[src/rtl/phy_tx_pkg.sv]
// Shared definitions for the transmit-side lane scheduler: widths, idle symbol,
// scheduler state encoding and the round-robin lane picker.
package phy_tx_pkg;
  localparam int NUM_LANES = 4;
  localparam int LANE_W    = 2;
  localparam int DATA_W    = 8;
  localparam int CNT_W     = 4;
  localparam logic [DATA_W-1:0] IDLE_SYM_DEF = 8'h7C;

  typedef enum logic {
    ST_IDLE  = 1'b0,
    ST_SERVE = 1'b1
  } sched_state_e;

  typedef struct packed {
    logic              found;
    logic [LANE_W-1:0] lane;
  } rr_pick_t;

  // First requesting lane at or after ptr, wrapping; lowest offset wins.
  function automatic rr_pick_t rr_pick(input logic [NUM_LANES-1:0] req,
                                       input logic [LANE_W-1:0]    ptr);
    rr_pick_t          r;
    logic [LANE_W-1:0] idx;
    r = '0;
    for (int k = NUM_LANES - 1; k >= 0; k--) begin
      idx = ptr + LANE_W'(k);
      if (req[idx]) begin
        r.found = 1'b1;
        r.lane  = idx;
      end
    end
    return r;
  endfunction
endpackage

[src/rtl/lane_fifo2.sv]
// Two-entry lane FIFO with registered full/empty flags, so the ready seen by
// the requester never depends on a same-cycle pop.
module lane_fifo2
  import phy_tx_pkg::*;
(
  input  logic              clk,
  input  logic              reset,
  input  logic              push,
  input  logic              pop,
  input  logic [DATA_W-1:0] din,
  output logic [DATA_W-1:0] dout,
  output logic              not_full,
  output logic              not_empty,
  output logic              one_left
);
  logic [1:0][DATA_W-1:0] mem;
  logic                   wr_ptr, rd_ptr;
  logic [1:0]             cnt, cnt_nxt;

  always_comb begin
    cnt_nxt = cnt;
    case ({push, pop})
      2'b10:   cnt_nxt = cnt + 2'd1;
      2'b01:   cnt_nxt = cnt - 2'd1;
      default: ;
    endcase
  end

  always_ff @(posedge clk or negedge reset) begin
    if (!reset) begin
      mem       <= '0;
      wr_ptr    <= 1'b0;
      rd_ptr    <= 1'b0;
      cnt       <= 2'd0;
      not_full  <= 1'b1;
      not_empty <= 1'b0;
    end else begin
      if (push) begin
        mem[wr_ptr] <= din;
        wr_ptr      <= ~wr_ptr;
      end
      if (pop) rd_ptr <= ~rd_ptr;
      cnt       <= cnt_nxt;
      not_full  <= (cnt_nxt != 2'd2);
      not_empty <= (cnt_nxt != 2'd0);
    end
  end

  assign dout     = mem[rd_ptr];
  assign one_left = (cnt == 2'd1);
endmodule

[src/rtl/mux_sched_rr4.sv]
// Four-lane round-robin byte scheduler: per-lane 2-deep FIFOs feeding one
// registered output, each grant limited to QUANTUM bytes.
module mux_sched_rr4
  import phy_tx_pkg::*;
#(
  parameter int                QUANTUM  = 4,
  parameter logic [DATA_W-1:0] IDLE_SYM = IDLE_SYM_DEF
) (
  input  logic                 clk,
  input  logic                 reset,
  input  logic [DATA_W-1:0]    in_data0,
  input  logic [DATA_W-1:0]    in_data1,
  input  logic [DATA_W-1:0]    in_data2,
  input  logic [DATA_W-1:0]    in_data3,
  input  logic [NUM_LANES-1:0] in_valid,
  output logic [NUM_LANES-1:0] in_ready,
  output logic [DATA_W-1:0]    out_data,
  output logic                 out_valid,
  input  logic                 out_ready,
  output logic [NUM_LANES-1:0] grant,
  output logic                 busy
);
  logic [NUM_LANES-1:0][DATA_W-1:0] lane_din, lane_head;
  logic [NUM_LANES-1:0]             lane_push, lane_pop, lane_ne, lane_one, ne_q;

  sched_state_e      state;
  logic [LANE_W-1:0] ptr, gidx;
  logic [CNT_W-1:0]  cnt;
  logic              pop_ok, last_pop;
  rr_pick_t          pick;

  assign lane_din  = {in_data3, in_data2, in_data1, in_data0};
  assign lane_push = in_valid & in_ready;

  for (genvar i = 0; i < NUM_LANES; i++) begin : g_lane
    lane_fifo2 u_fifo (
      .clk       (clk),
      .reset     (reset),
      .push      (lane_push[i]),
      .pop       (lane_pop[i]),
      .din       (lane_din[i]),
      .dout      (lane_head[i]),
      .not_full  (in_ready[i]),
      .not_empty (lane_ne[i]),
      .one_left  (lane_one[i])
    );
  end

  // A lane becomes eligible only after its data has sat buffered a full cycle.
  assign pick     = rr_pick(lane_ne & ne_q, ptr);
  assign pop_ok   = (state == ST_SERVE) && lane_ne[gidx] && (!out_valid || out_ready);
  assign lane_pop = {NUM_LANES{pop_ok}} & grant;
  assign last_pop = pop_ok && ((cnt == CNT_W'(QUANTUM - 1)) ||
                               (lane_one[gidx] && !lane_push[gidx]));

  always_ff @(posedge clk or negedge reset) begin
    if (!reset) begin
      state     <= ST_IDLE;
      ptr       <= '0;
      gidx      <= '0;
      cnt       <= '0;
      grant     <= '0;
      ne_q      <= '0;
      out_valid <= 1'b0;
      out_data  <= IDLE_SYM;
    end else begin
      ne_q <= lane_ne;
      if (pop_ok) begin
        out_data  <= lane_head[gidx];
        out_valid <= 1'b1;
      end else if (out_ready) begin
        out_data  <= IDLE_SYM;
        out_valid <= 1'b0;
      end
      case (state)
        ST_IDLE: begin
          if (pick.found) begin
            gidx  <= pick.lane;
            grant <= NUM_LANES'(1) << pick.lane;
            cnt   <= '0;
            state <= ST_SERVE;
          end
        end
        ST_SERVE: begin
          if (pop_ok) cnt <= cnt + CNT_W'(1);
          // Release on quantum, on draining the lane, or on finding it empty.
          if (last_pop || !lane_ne[gidx]) begin
            ptr   <= gidx + LANE_W'(1);
            grant <= '0;
            state <= ST_IDLE;
          end
        end
        default: state <= ST_IDLE;
      endcase
    end
  end

  assign busy = (|lane_ne) | out_valid;
endmodule

[config.mk]
export PLATFORM = sky130hd
export DESIGN_NAME = mux_sched_rr4
export DESIGN_NICKNAME = d
export VERILOG_FILES = /design/src/rtl/phy_tx_pkg.sv /design/src/rtl/lane_fifo2.sv /design/src/rtl/mux_sched_rr4.sv
export SDC_FILE = /design/constraint.sdc
export NUM_CORES = 1
export LEC_CHECK = 0
export CAP_MARGIN = 10
export CORE_MARGIN = 4
export CORE_UTILIZATION = 38
export CTS_CLUSTER_SIZE = 40
export DETAILED_ROUTE_END_ITERATION = 7
export PLACE_DENSITY = 0.66
export SLEW_MARGIN = 15
export SYNTH_ARGS = -nofsm -noshare
export SYNTH_HDL_FRONTEND = slang
export SYNTH_SLANG_ARGS = --single-unit
[constraint.sdc]
create_clock -name clk -period 2.75 [get_ports clk]
set_input_delay 0.275 -clock clk [delete_from_list [all_inputs] [get_ports clk]]
set_output_delay 0.275 -clock clk [all_outputs]
set_load 0.01 [all_outputs]
---- Yosys cells after proc, flatten, opt, wreduce, memory -nomap -nowiden ----
Cells that the tools add are included.
storage, ports and cells
  bits in registers ....................... 114
  word-level logic and storage cells ...... 181
cells by class
  add/subtract/negate cells ............... 13
  bitwise operators ....................... 13
  mux-type cells .......................... 57
  $lt $le $gt $ge ......................... 17
  reduce and logical (&&, ||, !) cells .... 24
  shift operators ......................... 1
  equal/unequal tests ..................... 20
operator list
  cell                 number
  $mux 8               15
  $bwmux 16            4
  $demux 8 s1          4
  $bmux 8 s2           1
  $eq 2x1->1 const B   8
  $lt 1x2->1 const B   8
  $mux 4               4
  $pmux 2 s2           4
  $pmux 4 s2           2
  $lt 2x3->1 const B   5
  $bmux 1 s2           7
  $add 2x1->2 const B  6
  $and 4x4->4          3
  $mux 3               4
  $mux 1               11
  $ne 2x2->1 const B   5
  $reduce_bool 2->1    5
  $not 1->1            9
  $eq 2x2->1 const B   4
  $logic_and 1x1->1    8
  $reduce_and 2->1     4
  $sub 2x1->2 const B  4
  $add 2x2->2 const B  2
  $add 4x1->4 const B  1
  9 further kinds      17

---- Logic depth before layout (Yosys ltp) ----
Gate-level depths: netlist (run 1).
  depth after elaboration ................. 10
  mapped depth ............................ 12
  gate-level depth less buffers ........... 10

---- Hierarchy ----
A second synthesis (run 1) with hierarchy kept.
second synthesis, totals
  cell total of the unflattened synthesis .. 426
  area, all modules ....................... 5462.7 µm²
modules (own cells, without submodules)
  module                              cells each  area each (µm²)  sequential area each (µm²)  times used
  lane_fifo2 at g_lane[0].u_fifo ...  71          992.2            551.8                       3
  mux_sched_rr4                       142         1473.9           656.9                       1
  lane_fifo2 at g_lane[3].u_fifo      71          1012.2           551.8                       1

---- Worst setup path after synthesis (run 1) ----
OpenSTA, ideal clock, no wires.
  path kind ............................... reg2reg
  start ................................... register gidx[1]
  end ..................................... register g_lane[2].u_fifo.not_empty
  data arrival time ....................... 2200 ps
  setup slack ............................. 426 ps
  data required time ...................... 2626 ps
  cell stages (with the launch flop) ...... 12
  clock period less this slack ............ 2324 ps
  library setup time ...................... 124 ps
  cells stage by stage .................... dfrtp_1 mux4_2 and3_1 buf_6 nand2_2 inv_2 ha_1 nor2_1 nor3_1 a21oi_1 inv_2 or2_1
on the way
  longest elaborated chain between the ends .. 8
ends and longest elaborated chain
  what                                             RTL line             text
  start, declared                                  mux_sched_rr4.sv:27  logic [LANE_W-1:0] ptr, gidx;
  start signal, assigned                           mux_sched_rr4.sv:78  gidx <= pick.lane;
  $bmux 1 s2 *                                     mux_sched_rr4.sv:51  assign pop_ok = (state == ST_SERVE) && lane_ne[gidx] && (!out_valid || out_ready);
  $mux 1 (not written as such) *                   mux_sched_rr4.sv:51
  $logic_and 1x1->1 * (2 in a row)                 mux_sched_rr4.sv:51
  $and 4x4->4 *                                    mux_sched_rr4.sv:52  assign lane_pop = {NUM_LANES{pop_ok}} & grant;
  named net g_lane[2].u_fifo.pop                   lane_fifo2.sv:9      input logic pop,
  $eq 2x1->1 / $eq 2x2->1 (equally long branches)  lane_fifo2.sv:22     case ({push, pop})
  $pmux 2 s2 *                                     lane_fifo2.sv:22
  named net g_lane[2].u_fifo.cnt_nxt[0]            lane_fifo2.sv:18     logic [1:0] cnt, cnt_nxt;
  $reduce_bool 2->1 *                              lane_fifo2.sv:45     not_empty <= (cnt_nxt != 2'd0);
  end signal, assigned                             lane_fifo2.sv:45
  end, declared                                    lane_fifo2.sv:13     output logic not_empty,
The timed path passes the listed nets; every way through them passes the cells marked *. The select of a mux whose other input is x is not followed.
A chain may end at the register's enable or synchronous reset.

---- Worst setup path after layout (run 1) ----
  start ................................... register g_lane[1].u_fifo.not_empty
  end ..................................... register g_lane[1].u_fifo.not_empty
on the way
  longest elaborated chain between the ends .. 8
ends and longest elaborated chain
  what                                             RTL line
  start, declared                                  lane_fifo2.sv:13
  start signal, assigned                           lane_fifo2.sv:45
  $bmux 1 s2 *                                     mux_sched_rr4.sv:51
  $mux 1 (not written as such) *                   mux_sched_rr4.sv:51
  $logic_and 1x1->1 * (2 in a row)                 mux_sched_rr4.sv:51
  $and 4x4->4 *                                    mux_sched_rr4.sv:52
  named net g_lane[1].u_fifo.pop                   lane_fifo2.sv:9
  $eq 2x1->1 / $eq 2x2->1 (equally long branches)  lane_fifo2.sv:22
  $pmux 2 s2 *                                     lane_fifo2.sv:22
  $reduce_bool 2->1 *                              lane_fifo2.sv:45
Marked as above.

==> results.cfg, run 1 <==
[outcome]
status = finished, final reports clean

[sta]
setup_viol_count_final = 0
timing.final.hold_violations = 0
finClkSkew_ns = 0.01034
whs_ns = 0.4109
finalMaxSlewViolations = 0
rsz0062_at_grt = false
slew_headroom = 0.6141
min_period_over_period = 0.8636
period_needed_ns = 2.375
worst_slew_pin_slew_ns = 0.5789
fmaxAchievable_mhz = 421.1
fin_tns_setup_ns = 0

[logic_synthesis]
synth_cell_types = 46
syn-num-nets = 459
synth_area_um2 = 5234
ys_ff_latch = 114
yosysSeqAreaShare = 0.5472
yosys_warnings = 0
avgSynthCellArea_um2 = 12.86
syn-instance-count = 407

[worst_setup_path]
worstPathRequired_ns = 3.04
path_class = reg2reg
worst_setup_path_start_kind = register
critical_path_peak_fanout = 19
end_kind = register
worstPathArrival_ns = 2.66

[finish]
drive_gt1_frac = 0.1446
num_antenna_cells = 0
final_nets = 523
fin_util = 0.4899
area_growth_pct = 24.93
fillCellCount = 1200
final_cells = 660

[floorplan]
die_w_um = 125.4
io_pins = 57
fp-row-count = 42
dieArea_um2 = 15720
fp.coreArea_um2 = 13350
die_h_um = 125.4
start_util = 0.3921

[hold_path]
hold_class = in2async

[detailed_routing]
route.detailed.wl_per_inst_um = 16.58
ant_nets = 0
drt-total-wl_um = 10950
drt-pass1-iter-count = 4
drc_errors = 0
drt-vias-per-instance = 4.985
vias = 3290
first_iter_violations = 212

[placement]
post-dp-hpwl_um = 8187
place_congestion = 0.8014
dp_cells = 627
io_buffers = 56

[clock_network]
cts_buffer_depth = 2
post_cts_buffers = 0
cts.htree.levels = 4
clock_sinks = 114
cts_tree = built
cts_buffers = 17
cts-root-buf = clkbuf_16
clk_pin_slew_worst_paths_ns = 0.05
clk_latency_ns = 0.40

[global_route]
use_met3 = 0.03753
met2_usage = 0.2233
overflow = 0
grt_pass1_vias = 3506
grt_max_degree = 48
grt.busiest_layer = met2
antenna_found_initial = 0
met1_usage = 0.2018
grt_pass1_wl_um = 18170
grt_usage = 0.1477

[pwr]
p_leak_nw = 2.876
power_density_nw_per_um2 = 1197
ir_drop_mv = 0.5203
total_power_mw = 7.828

[job]
drv_cap = 0
final timing paths:
path                                             from                          to  slack, ns  cells past startpoint
min in group clk           g_lane[3].u_fifo.not_empty                     ne_q[3]       0.45                      0
hold / removal                                  reset     g_lane[2].u_fifo.cnt[0]       0.41                      2
hold reg to reg            g_lane[3].u_fifo.not_empty                     ne_q[3]       0.45                      0
setup reg to reg           g_lane[1].u_fifo.not_empty  g_lane[1].u_fifo.not_empty       0.38                     10
setup / recovery           g_lane[1].u_fifo.not_empty  g_lane[1].u_fifo.not_empty       0.38                     10
max in group asynchronous                       reset   g_lane[1].u_fifo.not_full       1.53                      3
area by class of cell:
cell class | count | area, µm² | area share
tap | 176 | 220.2 | 0.03368
clock inverter | 6 | 57.56 | 0.008802
timing repair buffer | 63 | 625.6 | 0.09568
inverter | 18 | 67.56 | 0.01033
clock buffer | 26 | 499.2 | 0.07635
sequential | 114 | 2864 | 0.4380
multi-input combinational | 257 | 2205 | 0.3372
power breakdown:
group / internal (mW) / total, mW / switching, mW
Combinational: 1.41 / 2.66 / 1.26
Clock: 1.33 / 2.03 / 0.703
Sequential: 2.52 / 3.13 / 0.607
cells by family (layout without fill, tap and decap cells):
| group | after synthesis | after routing | share of synthesized area |
|---|---|---|---|
| AOI/OAI and AO/OA | 39 | 39 | 0.04949 |
| xor gates and xnor gates | 7 | 7 | 0.01171 |
| adders and majority gates | 13 | 13 | 0.03108 |
| buffers and inverters | 36 | 113 | 0.03156 |
| DFF | 114 | 114 | 0.5472 |
| muxes | 112 | 112 | 0.2522 |
| and+or+nand+nor | 86 | 86 | 0.07674 |
cells in the final DEF (no fill, tap or decap), types with 10 or more instances in the layout:
cell type,count
clkdlybuf4s50_1,55
mux2i_1,37
nor3_1,10
dfrtp_1,105
ha_1,13
nor2_1,12
nand2_1,39
mux2_1,64
clkbuf_16,17
a21oi_1,12
flip-flops by register name (all words and copies together) (netlist names), 2 cells and up:
register,cells
g_lane.u_fifo.not_empty,4
grant,4
g_lane.u_fifo.not_full,4
g_lane.u_fifo.cnt,8
ptr,2
g_lane.u_fifo.wr_ptr,4
ne_q,4
out_data,8
g_lane.u_fifo.mem,64
g_lane.u_fifo.rd_ptr,4
cnt,4
gidx,2
worst max-delay path: stages, from the launching register on:
cell,delay (ns)
dfrtp_1,0.44
mux4_2,0.55
and3_1,0.24
buf_4,0.21
nand2_2,0.12
inv_2,0.04
ha_1,0.21
nor2_1,0.12
nor3_1,0.05
a21oi_1,0.20
nand2b_1,0.08
cell usage after synthesis (all sizes together):
| cell | count | area [µm²] |
|---|---|---|
| clkbuf | 7 | 26.28 |
| o22a | 1 | 8.760 |
| xnor2 | 4 | 35.03 |
| mux4 | 9 | 202.7 |
| a31o | 2 | 17.52 |
| a21boi | 1 | 11.26 |
| o22ai | 3 | 18.77 |
| nor2b | 1 | 6.260 |
| a22o | 1 | 8.760 |
| nor2 | 12 | 45.04 |
| nand2b | 4 | 25.02 |
| a311o | 1 | 10.01 |
| dfstp | 9 | 236.5 |
| dfrtp | 105 | 2628 |
| o21ai | 9 | 45.04 |
| nand4 | 2 | 12.51 |
| a31oi | 1 | 6.260 |
| o21a | 2 | 22.52 |
| nand2 | 43 | 171.4 |
| o221ai | 1 | 8.760 |
| or2 | 5 | 31.28 |
| buf | 11 | 71.32 |
| ha | 13 | 162.7 |
| and3 | 1 | 6.260 |
| xor2 | 3 | 26.28 |
| inv | 18 | 67.56 |
| a21oi | 12 | 60.06 |
| mux2i | 37 | 370.4 |
| nand3 | 5 | 30.03 |
| a32oi | 1 | 8.760 |
| and3b | 1 | 8.760 |
| a21o | 2 | 15.01 |
| o2bb2ai | 2 | 17.52 |
| nand4b | 1 | 8.760 |
| nor3 | 10 | 50.05 |
| mux2 | 66 | 747.0 |
| and2 | 1 | 6.260 |
metrics by stage:
stage               setup WS, ns  area, µm²
finish                    0.3752       6539
global route              0.1843       6539
CTS                       0.3721       6539
detailed placement        0.3257       5972
global placement          0.4088       5972
floorplan                 0.4260       5234
routing by layer:
| metal | vias to the layer above | part of all wire |
|---|---|---|
| met5 | - | 0 |
| met4 | 0 | 0.016 |
| met3 | 14 | 0.035 |
| met2 | 81 | 0.48 |
| met1 | 1639 | 0.47 |
| li1 | 1556 | - |
repair_timing:
item / 4_1_cts / 5_1_grt
hold buffers: 1 / 0
gates resized for setup: 0 / 0
hold endpoints to repair: 39 / 0
No activity file was read; power rests on OpenSTA's default activity.
==> run 2, diff against run 1 <==
CTS_BUF_LIST = sky130_fd_sc_hd__clkbuf_4   (was not set)
==> run 2 against run 1 <==
  * First-iteration DRC count shrank 35%
  * Global-route usage is essentially flat
  * Clock power shrank 47%
  * Via count is essentially flat
  * Highest routed layer unchanged
  * Critical path type unchanged
  * Largest power group unchanged
  * Clock-buffer cell count shrank 4
  * Critical path depth is the same
  * Cell count grew 0.15%
  * Combinational power is essentially flat
==> results.cfg, run 2 (synthesized netlist as in run 1, its figures left out) <==
[clock_network]
cts_buffers = 17
cts.htree.levels = 4
clk_pin_slew_worst_paths_ns = 0.11
cts-root-buf = clkbuf_4
cts_tree = built
clk_latency_ns = 0.51
clock_sinks = 114
cts_buffer_depth = 2
post_cts_buffers = 0

[worst_setup_path]
max_stage_delay_ns = 0.55
path_buf_inv = 2
cp_cell_sequence = mux4_2, and3_1, buf_4, nand2_2, inv_2, ha_1, nor2_1, nor3_1, a21oi_1, nand2b_1
critical_path_peak_fanout = 19
timing.rr.start = g_lane[1].u_fifo.not_empty
path_class = reg2reg
worstPathArrival_ns = 2.79
cp_top_family = simple AND/OR/NAND/NOR gates
crit_path_top_delay_cell = mux4_2
r2r_end = g_lane[1].u_fifo.not_empty
rr_worst_depth = 10
end_kind = register
ff2ff_setup_slack_ns = 0.37
worst_setup_path_start_kind = register
worstPathRequired_ns = 3.15

[sta]
fmaxAchievable_mhz = 419.7
timing.final.hold_violations = 0
fin_tns_setup_ns = 0
min_period_over_period = 0.8663
finalMaxSlewViolations = 0
whs_ns = 0.2975
fin_ws_ns = 0.3675
rsz0062_at_grt = false
worst_slew_pin_slew_ns = 0.5766
finClkSkew_ns = 0.01865
setup_viol_count_final = 0
period_needed_ns = 2.382
slew_headroom = 0.6156

[placement]
dp_slack_ns = 0.3257
post-dp-hpwl_um = 8187
place_congestion = 0.8014
io_buffers = 56

[finish]
area_growth_pct = 18.89
largest_reg_flops = 64
largest-register = g_lane.u_fifo.mem
regArea_um2 = 2864
fin_util = 0.4662
top_regs = g_lane.u_fifo.mem x64, g_lane.u_fifo.cnt x8, out_data x8
final_nets = 523
most-common-layout-cells = dfrtp_1 (105), mux2_1 (64), clkdlybuf4s50_1 (55)
drive_gt1_frac = 0.1467
final_common_cell = dfrtp_1
fillCellCount = 1244
multiInputGateArea_um2 = 2205

[detailed_routing]
drt-total-wl_um = 10930
ant_nets = 0
vias = 3292
route.detailed.wl_per_inst_um = 16.54
drc_errors = 0
first_iter_violations = 138
drt-vias-per-instance = 4.980
drt-pass1-iter-count = 4

[global_route]
grt_max_degree = 48
grt_pass1_wl_um = 18170
grt_usage = 0.1475
overflow = 0
grt_pass1_vias = 3459
antenna_found_initial = 1

[hold_path]
hold_class = in2async

[floorplan]
fp-row-count = 42
die_h_um = 125.4
io_pins = 57
dieArea_um2 = 15720
start_util = 0.3921
fp.coreArea_um2 = 13350
die_w_um = 125.4

[pwr]
ir_drop_mv = 0.3866
power_density_nw_per_um2 = 1102
total_power_mw = 6.856
p_leak_nw = 2.739

[outcome]
status = finished, final reports clean

[job]
drv_cap = 0
-- run 2: cell types whose count changed in the layout (fill, tap and decap cells not counted) --
| cell | change |
|---|---|
| clkbuf_4 | +22 |
| clkbuf_1 | -5 |
| clkbuf_8 | -4 |
| clkbuf_16 | -17 |
| diode_2 | +1 |
| clkinv_1 | +4 |
-- run 2: layout make-up --
class | count | share of cell area
flip-flops and latches | 114 | 0.4603
multi-input cells | 257 | 0.3543
repair buffers | 63 | 0.1005
well taps | 176 | 0.03539
clock buffers | 22 | 0.02654
clock inverters | 10 | 0.01166
inverters | 18 | 0.01086
diodes | 1 | 0.0004022
-- run 2: power breakdown --
group	switching [mW]	total (mW)	internal, mW	leakage [nW]
sequential	0.608	3.12	2.51	1.37
clock	0.604	1.08	0.481	0.137
combinational	1.24	2.65	1.41	1.23
total	2.46	6.86	4.40	2.74
-- run 2: worst max-delay path by stage --
stage	startpoint	endpoint	slack, ns	cells past startpoint
floorplan	gidx[1]	g_lane[2].u_fifo.not_empty	0.43	11
global placement	out_ready	g_lane[0].u_fifo.not_empty	0.41	9
detailed placement	out_ready	g_lane[0].u_fifo.not_empty	0.33	9
CTS	g_lane[1].u_fifo.not_empty	g_lane[1].u_fifo.not_empty	0.37	10
global route	g_lane[1].u_fifo.not_empty	g_lane[1].u_fifo.not_empty	0.19	9
finish	g_lane[1].u_fifo.not_empty	g_lane[1].u_fifo.not_empty	0.37	10
-- run 2: per-layer routing --
metal	global-route usage	up-vias	share of wire	wire length (µm)
li1	-	1558	-	-
met1	0.2043	1635	0.48	5291
met2	0.2205	78	0.46	5003
met3	0.03369	21	0.033	366
met4	0.06952	0	0.025	272
met5	0	-	0	0
-- run 2: worst reg2reg max path: cells and delay by family, from the launching register on --
| family | cells | cell delay, ns |
|---|---|---|
| fa+ha+maj | 1 | 0.21 |
| mux | 1 | 0.55 |
| buf+inv | 2 | 0.25 |
| compound gates | 1 | 0.20 |
| simple gates | 5 | 0.61 |
| flops | 1 | 0.46 |
-- run 2: timing repair --
action / 4_1_cts / 5_1_grt
gates resized for setup: 0 / 0
hold buffers: 1 / 0
hold endpoints to repair: 39 / 0
-- run 2: per-stage QoR --
| stage | std cells | instance area [µm²] |
|---|---|---|
| 4_1_cts | 660 | 6220 |
| 2_1_floorplan | 407 | 5234 |
| 5_1_grt | 661 | 6222 |
| 6_report | 661 | 6222 |
| 3_5_place_dp | 627 | 5972 |
| 3_3_place_gp | 627 | 5972 |
==> run 3, diff against run 2 <==
CTS_CLUSTER_DIAMETER = 100   (was not set)
CTS_CLUSTER_SIZE = not set   (was 40)
MAX_ROUTING_LAYER = met4   (was not set)
==> run 3 against run 2 <==
  * Worst setup slack worse by 0.0058 ns
  * Critical path depth stayed put
  * Global-route usage rose by 0.43 points
  * Critical path type unchanged
  * Fmax fell by 0.24%
  * Wire length rose by 0.37%
==> results.cfg, run 3 (synthesized netlist as in run 1, its figures left out) <==
[sta]
min_period_over_period = 0.8685
setup_viol_count_final = 0
finClkSkew_ns = 0.01971
whs_ns = 0.2856
fmaxAchievable_mhz = 418.7
rsz0062_at_grt = false
period_needed_ns = 2.388
slew_headroom = 0.6104
worst_slew_pin_slew_ns = 0.5844
finalMaxSlewViolations = 0
fin_tns_setup_ns = 0
timing.final.hold_violations = 0

[floorplan]
io_pins = 57
start_util = 0.3921
die_w_um = 125.4
dieArea_um2 = 15720
fp.coreArea_um2 = 13350
fp-row-count = 42
die_h_um = 125.4

[pwr]
ir_drop_mv = 0.3867
power_frac_seq = 0.455
switching_share = 0.3584
p_switching_mw = 2.458
combPwrFrac = 0.387
total_power_mw = 6.858
p_leak_nw = 2.739
clkPwrFrac = 0.158
p_int_mw = 4.400
power_density_nw_per_um2 = 1102

[placement]
io_buffers = 56
dp_cells = 627
place_congestion = 0.8130
post-dp-hpwl_um = 8187

[detailed_routing]
ant_nets = 0
vias = 3301
drt-total-wl_um = 10980
drc_errors = 0
drt-vias-per-instance = 4.994
drt-pass1-iter-count = 4
route.detailed.wl_per_inst_um = 16.60
first_iter_violations = 129

[worst_setup_path]
end_kind = register
timing.rr.start = g_lane[1].u_fifo.not_empty
worstPathRequired_ns = 3.16
ff2ff_setup_slack_ns = 0.36
r2r_end = g_lane[1].u_fifo.not_empty
rr_worst_depth = 10
critical_path_peak_fanout = 19
worstPathArrival_ns = 2.80
worst_setup_path_start_kind = register
path_class = reg2reg

[clock_network]
cts_buffer_depth = 2
clk_pin_slew_worst_paths_ns = 0.11
clock_sinks = 114
clk_latency_ns = 0.51
cts_tree = built
cts-root-buf = clkbuf_4
cts_buffers = 17
post_cts_buffers = 0
cts.htree.levels = 4

[finish]
top_regs = g_lane.u_fifo.mem x64, g_lane.u_fifo.cnt x8, out_data x8
largest-register = g_lane.u_fifo.mem
most-common-layout-cells = dfrtp_1 (105), mux2_1 (64), clkdlybuf4s50_1 (55)
fin_util = 0.4662
final_common_cell = dfrtp_1
final_cells = 661
area_growth_pct = 18.89
final_nets = 523
drive_gt1_frac = 0.1467
largest_reg_flops = 64

[outcome]
status = finished, final reports clean

[hold_path]
hold_class = in2async

[job]
drv_cap = 0

[global_route]
grt_max_degree = 48
overflow = 0
antenna_found_initial = 1
grt_pass1_wl_um = 18180
grt_usage = 0.1518
grt_pass1_vias = 3459
## run 3: cell counts in the layout (fill, tap and decap cells not counted)
Identical to the previous run, type by type.
## run 3: how the worst max path moves through the flow
stage | startpoint | to | slack (ns) | depth (start not counted)
after floorplan | gidx[1] | g_lane[2].u_fifo.not_empty | 0.43 | 11
after global placement | out_ready | g_lane[0].u_fifo.not_empty | 0.41 | 9
after detailed placement | out_ready | g_lane[0].u_fifo.not_empty | 0.33 | 9
after CTS | g_lane[1].u_fifo.not_empty | g_lane[1].u_fifo.not_empty | 0.37 | 10
after global routing | g_lane[1].u_fifo.not_empty | g_lane[1].u_fifo.not_empty | 0.19 | 9
final | g_lane[1].u_fifo.not_empty | g_lane[1].u_fifo.not_empty | 0.36 | 10
## run 3: critical path: stages (launching register included)
cell and delay [ns]:
dfrtp_1 0.46, mux4_2 0.56, and3_1 0.24, buf_4 0.21, nand2_2 0.12, inv_2 0.04
ha_1 0.21, nor2_1 0.12, nor3_1 0.05, a21oi_1 0.21, nand2b_1 0.08
## run 3: power by group through the flow
stage          registers, mW  logic, mW  clock network, mW
2_1_floorplan           2.92       2.02                  0
3_3_place_gp            3.12       2.58                  0
3_5_place_dp            3.17       2.67                  0
4_1_cts                 3.13       2.68               1.12
5_1_grt                 3.24       2.93               1.19
6_report                3.12       2.65               1.09
## run 3: metrics by stage
stage          setup slack, ns  area, µm²
6_report                0.3617       6222
5_1_grt                 0.1867       6222
4_1_cts                 0.3711       6220
3_5_place_dp            0.3257       5972
3_3_place_gp            0.4088       5972
2_1_floorplan           0.4260       5234
## run 3: routing by layer
metal | track usage | wire length [µm] | vias to the layer above
met4 | 0.06760 | 269 | 0
met5 | - | 0 | -
met2 | 0.2189 | 4996 | 68
met3 | 0.03326 | 329 | 24
li1 | - | - | 1556
met1 | 0.2062 | 5379 | 1653
## run 3: final cells by class
class                           count  area (µm²)
Inverter                           18       67.56
Clock buffer                       22       165.2
Multi-Input combinational cell    257        2205
Tap cell                          176       220.2
Sequential cell                   114        2864
Fill cell                        1244        7126
Timing Repair Buffer               63       625.6
Clock inverter                     10       72.57
Antenna cell                        1       2.502
## run 3: timing repair
item,CTS,global route
hold endpoints to repair,39,0
setup endpoints to repair,0,0
hold buffers,1,0
resized for setup,0,0
